==> src/rtl/sky130_ajc_ip__brownout_pkg.sv <==
// Shared state encoding and default cycle counts for the multi-channel brown-out sequencer.
package sky130_ajc_ip__brownout_pkg;

  localparam int unsigned STATE_W = 3;
  typedef logic [STATE_W-1:0] state_t;

  localparam state_t ST_OFF   = STATE_W'(0);
  localparam state_t ST_ARMED = STATE_W'(1);
  localparam state_t ST_FILT  = STATE_W'(2);
  localparam state_t ST_TRIP  = STATE_W'(3);
  localparam state_t ST_HOLD  = STATE_W'(4);

  localparam int unsigned DEF_NCH               = 2;
  localparam int unsigned DEF_FILT_W            = 4;
  localparam int unsigned DEF_FILT_CYCLES       = 8;
  localparam int unsigned DEF_HOLD_W            = 16;
  localparam int unsigned DEF_HOLD_CYCLES       = 50000;
  localparam int unsigned DEF_SHORT_HOLD_CYCLES = 16;
  localparam int unsigned DEF_CNT_W             = 8;

  // A channel is busy while it is filtering, tripped or holding.
  function automatic logic state_busy(input state_t st);
    return (st == ST_FILT) || (st == ST_TRIP) || (st == ST_HOLD);
  endfunction

endpackage

==> src/rtl/sky130_ajc_ip__brownout_chan.sv <==
// One brown-out channel: 2-flop synchroniser, deglitch filter, hold one-shot.
// Optional per-channel event counter under BROWNOUT_EVENT_CNT_EN.
module sky130_ajc_ip__brownout_chan
  import sky130_ajc_ip__brownout_pkg::*;
#(
  parameter int unsigned FILT_W            = DEF_FILT_W,
  parameter int unsigned FILT_CYCLES       = DEF_FILT_CYCLES,
  parameter int unsigned HOLD_W            = DEF_HOLD_W,
  parameter int unsigned HOLD_CYCLES       = DEF_HOLD_CYCLES,
  parameter int unsigned SHORT_HOLD_CYCLES = DEF_SHORT_HOLD_CYCLES
`ifdef BROWNOUT_EVENT_CNT_EN
  ,
  parameter int unsigned CNT_W             = DEF_CNT_W
`endif
) (
  input  logic             osc_ck,
  input  logic             rst,
  input  logic             active,
  input  logic             force_short_oneshot,
  input  logic             dcomp,
`ifdef BROWNOUT_EVENT_CNT_EN
  input  logic             evt_clr,
  output logic [CNT_W-1:0] evt_cnt,
`endif
  output logic             brout_filt,
  output logic             out,
  output logic             timed_out,
  output logic             busy
);

  if (FILT_CYCLES < 1 || 64'(FILT_CYCLES) >= (64'(1) << FILT_W)) begin : g_bad_filt
    $error("FILT_CYCLES out of range for FILT_W");
  end
  if (HOLD_CYCLES < 1 || 64'(HOLD_CYCLES) > (64'(1) << HOLD_W)) begin : g_bad_hold
    $error("HOLD_CYCLES out of range for HOLD_W");
  end
  if (SHORT_HOLD_CYCLES < 1 || 64'(SHORT_HOLD_CYCLES) > (64'(1) << HOLD_W)) begin : g_bad_short
    $error("SHORT_HOLD_CYCLES out of range for HOLD_W");
  end

  localparam logic [FILT_W-1:0] FILT_LAST  = FILT_W'(FILT_CYCLES - 1);
  localparam logic [HOLD_W-1:0] HOLD_LOAD  = HOLD_W'(HOLD_CYCLES - 1);
  localparam logic [HOLD_W-1:0] SHORT_LOAD = HOLD_W'(SHORT_HOLD_CYCLES - 1);

  logic [1:0]        sync_q;
  logic              dsync;
  state_t            state_q, state_d;
  logic [FILT_W-1:0] filt_q, filt_d;
  logic [HOLD_W-1:0] hold_q, hold_d;
  logic              timed_q, timed_d;

  assign dsync = sync_q[1];

  always_ff @(posedge osc_ck or posedge rst) begin
    if (rst) sync_q <= '0;
    else     sync_q <= {sync_q[0], dcomp};
  end

  always_ff @(posedge osc_ck or posedge rst) begin
    if (rst) begin
      state_q <= ST_OFF;
      filt_q  <= '0;
      hold_q  <= '0;
      timed_q <= 1'b0;
    end else begin
      state_q <= state_d;
      filt_q  <= filt_d;
      hold_q  <= hold_d;
      timed_q <= timed_d;
    end
  end

  always_comb begin
    state_d = state_q;
    filt_d  = filt_q;
    hold_d  = hold_q;
    timed_d = 1'b0;
    if (!active) begin
      state_d = ST_OFF;
      filt_d  = '0;
      hold_d  = '0;
    end else begin
      case (state_q)
        ST_OFF: state_d = ST_ARMED;
        ST_ARMED: begin
          if (dsync) begin
            if (FILT_CYCLES == 1) begin
              state_d = ST_TRIP;
            end else begin
              state_d = ST_FILT;
              filt_d  = FILT_W'(1);
            end
          end
        end
        ST_FILT: begin
          if (!dsync) begin
            state_d = ST_ARMED;
            filt_d  = '0;
          end else if (filt_q >= FILT_LAST) begin
            state_d = ST_TRIP;
            filt_d  = '0;
          end else begin
            filt_d  = filt_q + FILT_W'(1);
          end
        end
        ST_TRIP: begin
          if (!dsync) begin
            state_d = ST_HOLD;
            hold_d  = force_short_oneshot ? SHORT_LOAD : HOLD_LOAD;
          end
        end
        ST_HOLD: begin
          // Re-trigger takes priority over expiry.
          if (dsync) begin
            state_d = ST_TRIP;
            hold_d  = '0;
          end else if (hold_q == '0) begin
            state_d = ST_ARMED;
            timed_d = 1'b1;
          end else begin
            hold_d  = hold_q - HOLD_W'(1);
          end
        end
        default: state_d = ST_OFF;
      endcase
    end
  end

  assign out        = (state_q == ST_TRIP) || (state_q == ST_HOLD);
  assign brout_filt = out;
  assign timed_out  = timed_q;
  assign busy       = state_busy(state_q);

`ifdef BROWNOUT_EVENT_CNT_EN
  // Counts fresh brown-out declarations only; HOLD->TRIP re-triggers are excluded.
  logic             trip_evt;
  logic [CNT_W-1:0] evt_q;

  assign trip_evt = (state_d == ST_TRIP) && (state_q != ST_TRIP) && (state_q != ST_HOLD);

  always_ff @(posedge osc_ck or posedge rst) begin
    if (rst)                         evt_q <= '0;
    else if (evt_clr)                evt_q <= '0;
    else if (trip_evt && evt_q != '1) evt_q <= evt_q + CNT_W'(1);
  end

  assign evt_cnt = evt_q;
`endif

endmodule

==> src/rtl/sky130_ajc_ip__brownout_seq_multi.sv <==
// Multi-channel brown-out sequencer top: NCH channels plus aggregate flags.
// Optional event counters under BROWNOUT_EVENT_CNT_EN.
module sky130_ajc_ip__brownout_seq_multi
  import sky130_ajc_ip__brownout_pkg::*;
#(
  parameter int unsigned NCH               = DEF_NCH,
  parameter int unsigned FILT_W            = DEF_FILT_W,
  parameter int unsigned FILT_CYCLES       = DEF_FILT_CYCLES,
  parameter int unsigned HOLD_W            = DEF_HOLD_W,
  parameter int unsigned HOLD_CYCLES       = DEF_HOLD_CYCLES,
  parameter int unsigned SHORT_HOLD_CYCLES = DEF_SHORT_HOLD_CYCLES
`ifdef BROWNOUT_EVENT_CNT_EN
  ,
  parameter int unsigned CNT_W             = DEF_CNT_W
`endif
) (
  input  logic                 osc_ck,
  input  logic                 rst,
`ifdef BROWNOUT_EVENT_CNT_EN
  input  logic                 evt_clr,
  output logic [NCH*CNT_W-1:0] evt_cnt,
`endif
  input  logic                 ena,
  input  logic [NCH-1:0]       ch_en,
  input  logic                 force_short_oneshot,
  input  logic [NCH-1:0]       dcomp,
  output logic [NCH-1:0]       brout_filt,
  output logic [NCH-1:0]       out,
  output logic                 out_any,
  output logic [NCH-1:0]       timed_out,
  output logic                 busy
);

  logic [NCH-1:0] ch_busy;

  for (genvar i = 0; i < NCH; i++) begin : g_ch
    sky130_ajc_ip__brownout_chan #(
      .FILT_W            (FILT_W),
      .FILT_CYCLES       (FILT_CYCLES),
      .HOLD_W            (HOLD_W),
      .HOLD_CYCLES       (HOLD_CYCLES),
      .SHORT_HOLD_CYCLES (SHORT_HOLD_CYCLES)
`ifdef BROWNOUT_EVENT_CNT_EN
      ,
      .CNT_W             (CNT_W)
`endif
    ) u_chan (
      .osc_ck              (osc_ck),
      .rst                 (rst),
      .active              (ena & ch_en[i]),
      .force_short_oneshot (force_short_oneshot),
      .dcomp               (dcomp[i]),
`ifdef BROWNOUT_EVENT_CNT_EN
      .evt_clr             (evt_clr),
      .evt_cnt             (evt_cnt[i*CNT_W +: CNT_W]),
`endif
      .brout_filt          (brout_filt[i]),
      .out                 (out[i]),
      .timed_out           (timed_out[i]),
      .busy                (ch_busy[i])
    );
  end

  assign out_any = |out;
  assign busy    = |ch_busy;

endmodule

==> config.mk <==
export PLATFORM = sky130hd
export DESIGN_NAME = sky130_ajc_ip__brownout_seq_multi
export DESIGN_NICKNAME = d
export VERILOG_FILES = /design/src/rtl/sky130_ajc_ip__brownout_pkg.sv /design/src/rtl/sky130_ajc_ip__brownout_chan.sv /design/src/rtl/sky130_ajc_ip__brownout_seq_multi.sv
export SDC_FILE = /design/constraint.sdc
export NUM_CORES = 1
export LEC_CHECK = 0
export ABC_AREA = 1
export CORE_ASPECT_RATIO = 0.6
export CORE_MARGIN = 3
export CORE_UTILIZATION = 50
export DETAILED_ROUTE_END_ITERATION = 10
export MAX_ROUTING_LAYER = met4
export PLACE_DENSITY_LB_ADDON = 0.12
export SYNTH_ARGS = -nofsm -noshare
export SYNTH_HDL_FRONTEND = slang
export SYNTH_SLANG_ARGS = --single-unit
==> constraint.sdc <==
create_clock -name osc_ck -period 3 [get_ports osc_ck]
set_input_delay 0.75 -clock osc_ck [delete_from_list [all_inputs] [get_ports osc_ck]]
set_output_delay 0.75 -clock osc_ck [all_outputs]
set_load 0.01 [all_outputs]
# After elaboration in Yosys (flattened, before gate mapping)
# Index checks and enable logic that the tools add are counted.
[op_classes] shift=0 add_sub_neg=4 reduce_logical=18 n_mux=45 n_div=0 eq_ne=22 n_mul=0 magnitude_cmp=2 n_bitwise=2
[op_table] cell="$mux 16" count=9
[op_table] cell="$pmux 16 s2" count=2
[op_table] cell="$mux 3" count=14
[op_table] cell="$logic_not 16->1" count=2
[op_table] cell="$mux 4" count=8
[op_table] cell="$sub 16x1->16 const B" count=2
[op_table] cell="$pmux 3 s5" count=2
[op_table] cell="$ne 3x3->1 const B" count=8
[op_table] cell="$ne 4x4->1 const B" count=6
[op_table] cell="$pmux 4 s2" count=2
[op_table] cell="$eq 3x2->1 const B" count=4
[op_table] cell="$add 4x1->4 const B" count=2
[op_table] cell="$ge 4x3->1 const B" count=2
[op_table] cell="$mux 1" count=8
[op_table] cell="$reduce_and 4->1" count=2
[op_table] cell="$eq 3x1->1 const B" count=2
[op_table] cell="$eq 3x3->1 const B" count=2
[op_table] cell="$logic_not 3->1" count=2
[op_table] cell="$logic_or 1x1->1" count=6
[op_table] cell="$reduce_and 3->1" count=2
[op_table] cell="$reduce_and 2->1" count=2
[op_table] cell="$reduce_or 2->1" count=2
[op_table] cell="$and 1x1->1" count=2
[word_totals] mem_bits_rw=0 out_inout_bits=8 mem_count=0 latch_bits=0 reg_bits=52 mem_bits_ro=0

# Depth between registers and ports, before layout
[depth] depth_word=5 mapped_depth=11

# Modules after synthesis
# Synthesis repeated with hierarchy kept, for this count alone.
[hier_totals] hier_cells=494 area_unflattened_um2=3354.5
[by_module_without_submodules] module="sky130_ajc_ip__brownout_chan at g_ch[1].u_chan" cells_each=241 seq_area_each_um2=650.6 n_inst=1 area_per_inst_um2=1659.1
[by_module_without_submodules] module="sky130_ajc_ip__brownout_chan at g_ch[0].u_chan" cells_each=243 seq_area_each_um2=650.6 n_inst=1 area_per_inst_um2=1657.8
[by_module_without_submodules] module="sky130_ajc_ip__brownout_seq_multi" cells_each=10 seq_area_each_um2=0.0 n_inst=1 area_per_inst_um2=37.5

# Worst setup path before layout
# OpenSTA, ideal clock, no wires.
[synth_path] kind="flip-flop to output port" start="register g_ch[1].u_chan.state_q[0]" end="output port busy" arrival_ps=1122 setup_slack_ps=1128 path_stages_with_launch=7 path_cell_list="dfrtp_1 -> inv_1 -> nand3_4 -> inv_1 -> clkbuf_1 -> nor2_1 -> nand3_1"
[synth_via] elab_chain_len=4
[synth_rtl] item="from (decl)" line_no="sky130_ajc_ip__brownout_chan.sv:47" rtl="state_t state_q, state_d;"
[synth_rtl] item="from (signal assigned)" line_no="sky130_ajc_ip__brownout_chan.sv:66" rtl="state_q <= state_d;"
[synth_rtl] item="$eq 3x2->1" line_no="sky130_ajc_ip__brownout_pkg.sv:23" rtl="return (st == ST_FILT) || (st == ST_TRIP) || (st == ST_HOLD);"
[synth_rtl] item="$logic_or 1x1->1" line_no="sky130_ajc_ip__brownout_pkg.sv:23"
[synth_rtl] item="$logic_or 1x1->1 (*)" line_no="sky130_ajc_ip__brownout_pkg.sv:23"
[synth_rtl] item="$reduce_or 2->1 (*)" line_no="sky130_ajc_ip__brownout_seq_multi.sv:65" rtl="assign busy = |ch_busy;"
[synth_rtl] item="to (decl)" line_no="sky130_ajc_ip__brownout_seq_multi.sv:31" rtl="output logic busy"
# Every way passes the cells marked *; elsewhere a longest branch is shown, timed or not.

# Worst setup path after layout
[layout_path] start="register g_ch[0].u_chan.state_q[1]" end="output port brout_filt[0]"
[layout_via] elab_chain_len=2
[layout_rtl] item="from (decl)" line_no="sky130_ajc_ip__brownout_chan.sv:47"
[layout_rtl] item="from (signal assigned)" line_no="sky130_ajc_ip__brownout_chan.sv:66"
[layout_rtl] item="$eq 3x2->1 / $eq 3x3->1 (equally long branches)" line_no="sky130_ajc_ip__brownout_chan.sv:129" rtl="assign out = (state_q == ST_TRIP) || (state_q == ST_HOLD);"
[layout_rtl] item="$logic_or 1x1->1 (*)" line_no="sky130_ajc_ip__brownout_chan.sv:129"
[layout_rtl] item="to (decl)" line_no="sky130_ajc_ip__brownout_seq_multi.sv:27" rtl="output logic [NCH-1:0] brout_filt,"
# Marks and branches as above.

==> impl_metrics.json <==
{
  "fill_cells": 625,
  "slew_headroom_pct": 63.9,
  "cts_root_buf": "clkbuf_16",
  "crit_required_ns": 2.25,
  "clkPwrFrac_pct": 31.7,
  "arrival_ns": 1.96,
  "die_w_um": 115,
  "dp_cells": 583,
  "initial_core_util_pct": 52.2,
  "final_hold_viol_count": 0,
  "ctsLongestPathBuffers": 2,
  "drc_errors": 0,
  "dp_hpwl_um": 6010,
  "grt_max_degree": 31,
  "r2r_start": "g_ch[0].u_chan.hold_q[0]$_DFFE_PP0P_",
  "via_count": 3122,
  "synthDistinctLibCells": 38,
  "grt_use_total_pct": 21.3,
  "postCtsHoldBufs": 0,
  "slew_violations": 0,
  "drtPass1Iterations": 5,
  "tightestPinTransition_ns": 0.541,
  "final_cell_mix": "nand2_1 (137), nor2_1 (57), inv_1 (55)",
  "synth_top_family_by_area": "simple AND/OR/NAND/NOR gates",
  "synth-xor-area-share_pct": 1.24,
  "yosys.area.top_type_share_pct": 36.8,
  "max_stage_delay_ns": 0.57,
  "internal-power_mw": 1.19,
  "reg2reg_to": "g_ch[0].u_chan.hold_q[0]$_DFFE_PP0P_",
  "synthAdderAreaFrac_pct": 1.42,
  "ys_top_cells_by_area": "dfrtp_1 (37%), nand2_1 (15%), nand3_1 (7.2%)",
  "holdPathStages": 0,
  "postRouteAntennaNets": 0,
  "fin_nets": 515,
  "grt_overflow": 0,
  "grt_pass1_vias": 2777,
  "synth_flop_cell": "dfrtp_1",
  "clk_latency_ns": 0.29,
  "min_period_over_period_pct": 90.3,
  "die_area_um2": 8140,
  "htreeDepth": 2,
  "path_class": "flop to output pin",
  "diodes": 0,
  "power_density_nw_per_um2": 457,
  "cts.sinks": 52,
  "regToRegSetupSlack_ns": 1.01,
  "die_h_um": 71.1,
  "setup-violations-final": 0,
  "rsz0062_at_grt": "no",
  "fmax_mhz": 369,
  "yosys.area.top_type": "dfrtp_1",
  "cts_made_buffers": 5,
  "grt_first_pass_wirelength_um": 13600,
  "yosysWarnings": 0,
  "min_from": "g_ch[1].u_chan.sync_q[0]$_DFF_PP0_",
  "rr_worst_depth": 9,
  "holdPathEnd": "g_ch[1].u_chan.sync_q[1]$_DFF_PP0_",
  "cts_resized": 0,
  "finalWirelength_um": 7950,
  "crit_chain": "inv_2 > nand3_2 > nand2_1 > clkdlybuf4s50_1",
  "hp-class": "flop to flop",
  "io_buffers": 15,
  "finalSetupTns_ns": 0,
  "comb_power_share_pct": 24.1,
  "cts_tree": "built",
  "synth_compound_area_share_pct": 8.68,
  "layout_min_cycle_time_ns": 2.71,
  "cts_setup_buffers": 0,
  "finalWorstSetupSlack_ns": 0.290,
  "area_delta_synth_final_pct": 8.61,
  "p_sw_mw": 0.566,
  "seq_power_share_pct": 44.2,
  "path_max_fanout": 12,
  "ys_async_sr_fraction_pct": 100,
  "max_cap_violations": 0,
  "outcome": "finished, final reports clean",
  "synthesis.instances": 494,
  "seq_area_frac_synth_pct": 36.8,
  "antenna_found_initial": 0,
  "end_kind": "output pin",
  "synth_edf_count": 0,
  "syn-mean-instance-area_um2": 7.15,
  "drtIter0Drc": 185,
  "ios": 16,
  "place.gp.congestion": 0.901,
  "fin_cells": 590,
  "hold_ws_ns": 0.348,
  "slowest_stage": "clkdlybuf4s50_1",
  "drive_gt1_share_pct": 14.3,
  "viasPerCell": 5.29,
  "layout_commonest_cell": "nand2_1",
  "syn_area_um2": 3530,
  "yosys.area_share.simple_pct": 40.8,
  "core_um2": 6760,
  "netSwitchingFraction_pct": 32.3,
  "wire_per_inst_um": 13.5,
  "final.setup_skew_ns": 0.0102,
  "ys_ff_latch": 52,
  "synth_mux_area_share_pct": 0,
  "dpl_worst_slack_ns": 0.356,
  "setup.worst_path.start_class": "flop",
  "p_leak_nw": 1.91,
  "core.rowCount": 23,
  "clk_pin_slew_ns": 0.07,
  "ir_worst_vdd_mv": 0.356,
  "syn-num-nets": 506
}
[area by class of cell]
class	instances	area [um2]	area share, %
Tap cell	87	109	2.84
Multi-Input combinational cell	357	1840	48.0
Sequential cell	52	1300	33.9
Clock inverter	1	5.00	0.130
Inverter	69	267	6.95
Clock buffer	6	129	3.36
Timing Repair Buffer	18	185	4.83
[cell usage after synthesis (6+ instances only)]
master	number
nand3_2	12
o21ai_2	11
nand2_2	9
inv_2	10
nor2_2	6
nor2_4	6
nand4_1	10
dfrtp_1	52
buf_4	7
inv_1	56
nor2_1	57
nand2_1	137
nand3_1	51
o21ai_0	20
[critical path: cells and delay by family (launching register included)]
kind | cells | cell delay [ns]
simple gates | 2 | 0.53
buf+inv | 2 | 0.71
flops | 1 | 0.42
[metal layers]
metal / global-route usage, % / up-vias / share of wire (%)
met5: - / - / 0
met4: 2.77 / 0 / 0.26
met3: 4.27 / 2 / 6.6
met2: 27.8 / 98 / 40
met1: 34.3 / 1434 / 53
li1: - / 1588 / -
[through the flow]
| stage | utilization [%] | instance area [um2] | total power, mW |
|---|---|---|---|
| 6_report | 56.7 | 3840 | 1.75 |
| 4_1_cts | 56.7 | 3840 | 1.77 |
| 2_1_floorplan | - | 3530 | 1.11 |
| 3_3_place_gp | 54.7 | 3700 | 1.20 |
| 3_5_place_dp | 54.7 | 3700 | 1.21 |
| 5_1_grt | 56.7 | 3840 | 1.86 |
[worst max-delay path by stage]
stage | from | to | slack [ns] | cells past startpoint
after detailed placement | ena | g_ch[0].u_chan.hold_q[0]$_DFFE_PP0P_ | 0.36 | 10
after CTS | g_ch[0].u_chan.state_q[1]$_DFFE_PP0P_ | brout_filt[0] | 0.31 | 4
after global placement | ena | g_ch[0].u_chan.hold_q[0]$_DFFE_PP0P_ | 0.44 | 10
final | g_ch[0].u_chan.state_q[1]$_DFFE_PP0P_ | brout_filt[0] | 0.29 | 4
after floorplan | rst | g_ch[0].u_chan.filt_q[0]$_DFFE_PP0P_ | 0.99 | 1
after global routing | g_ch[0].u_chan.state_q[1]$_DFFE_PP0P_ | out[0] | 0.21 | 4
[power groups by stage]
| stage | Clock [mW] | Sequential [mW] | Combinational [mW] |
|---|---|---|---|
| finish | 0.556 | 0.774 | 0.422 |
| global route | 0.596 | 0.778 | 0.481 |
| CTS | 0.572 | 0.772 | 0.421 |
| detailed placement | 0 | 0.786 | 0.419 |
| global placement | 0 | 0.785 | 0.411 |
| floorplan | 0 | 0.772 | 0.338 |
[kinds of logic (layout without fill, tap and decap cells)]
family / after synthesis / count (layout)
and+or+nand+nor: 300 / 300
adders and majority gates: 4 / 4
DFF: 52 / 52
AOI/OAI and AO/OA: 48 / 48
buffers and inverters: 85 / 94
xor gates and xnor gates: 5 / 5
[flip-flops by register name (all words and copies together), names as in the netlist]
name / cells
g_ch.u_chan.filt_q: 8
g_ch.u_chan.hold_q: 32
g_ch.u_chan.state_q: 6
g_ch.u_chan.sync_q: 4
g_ch.u_chan.timed_out: 2
Power figures use the tool's default switching activity.
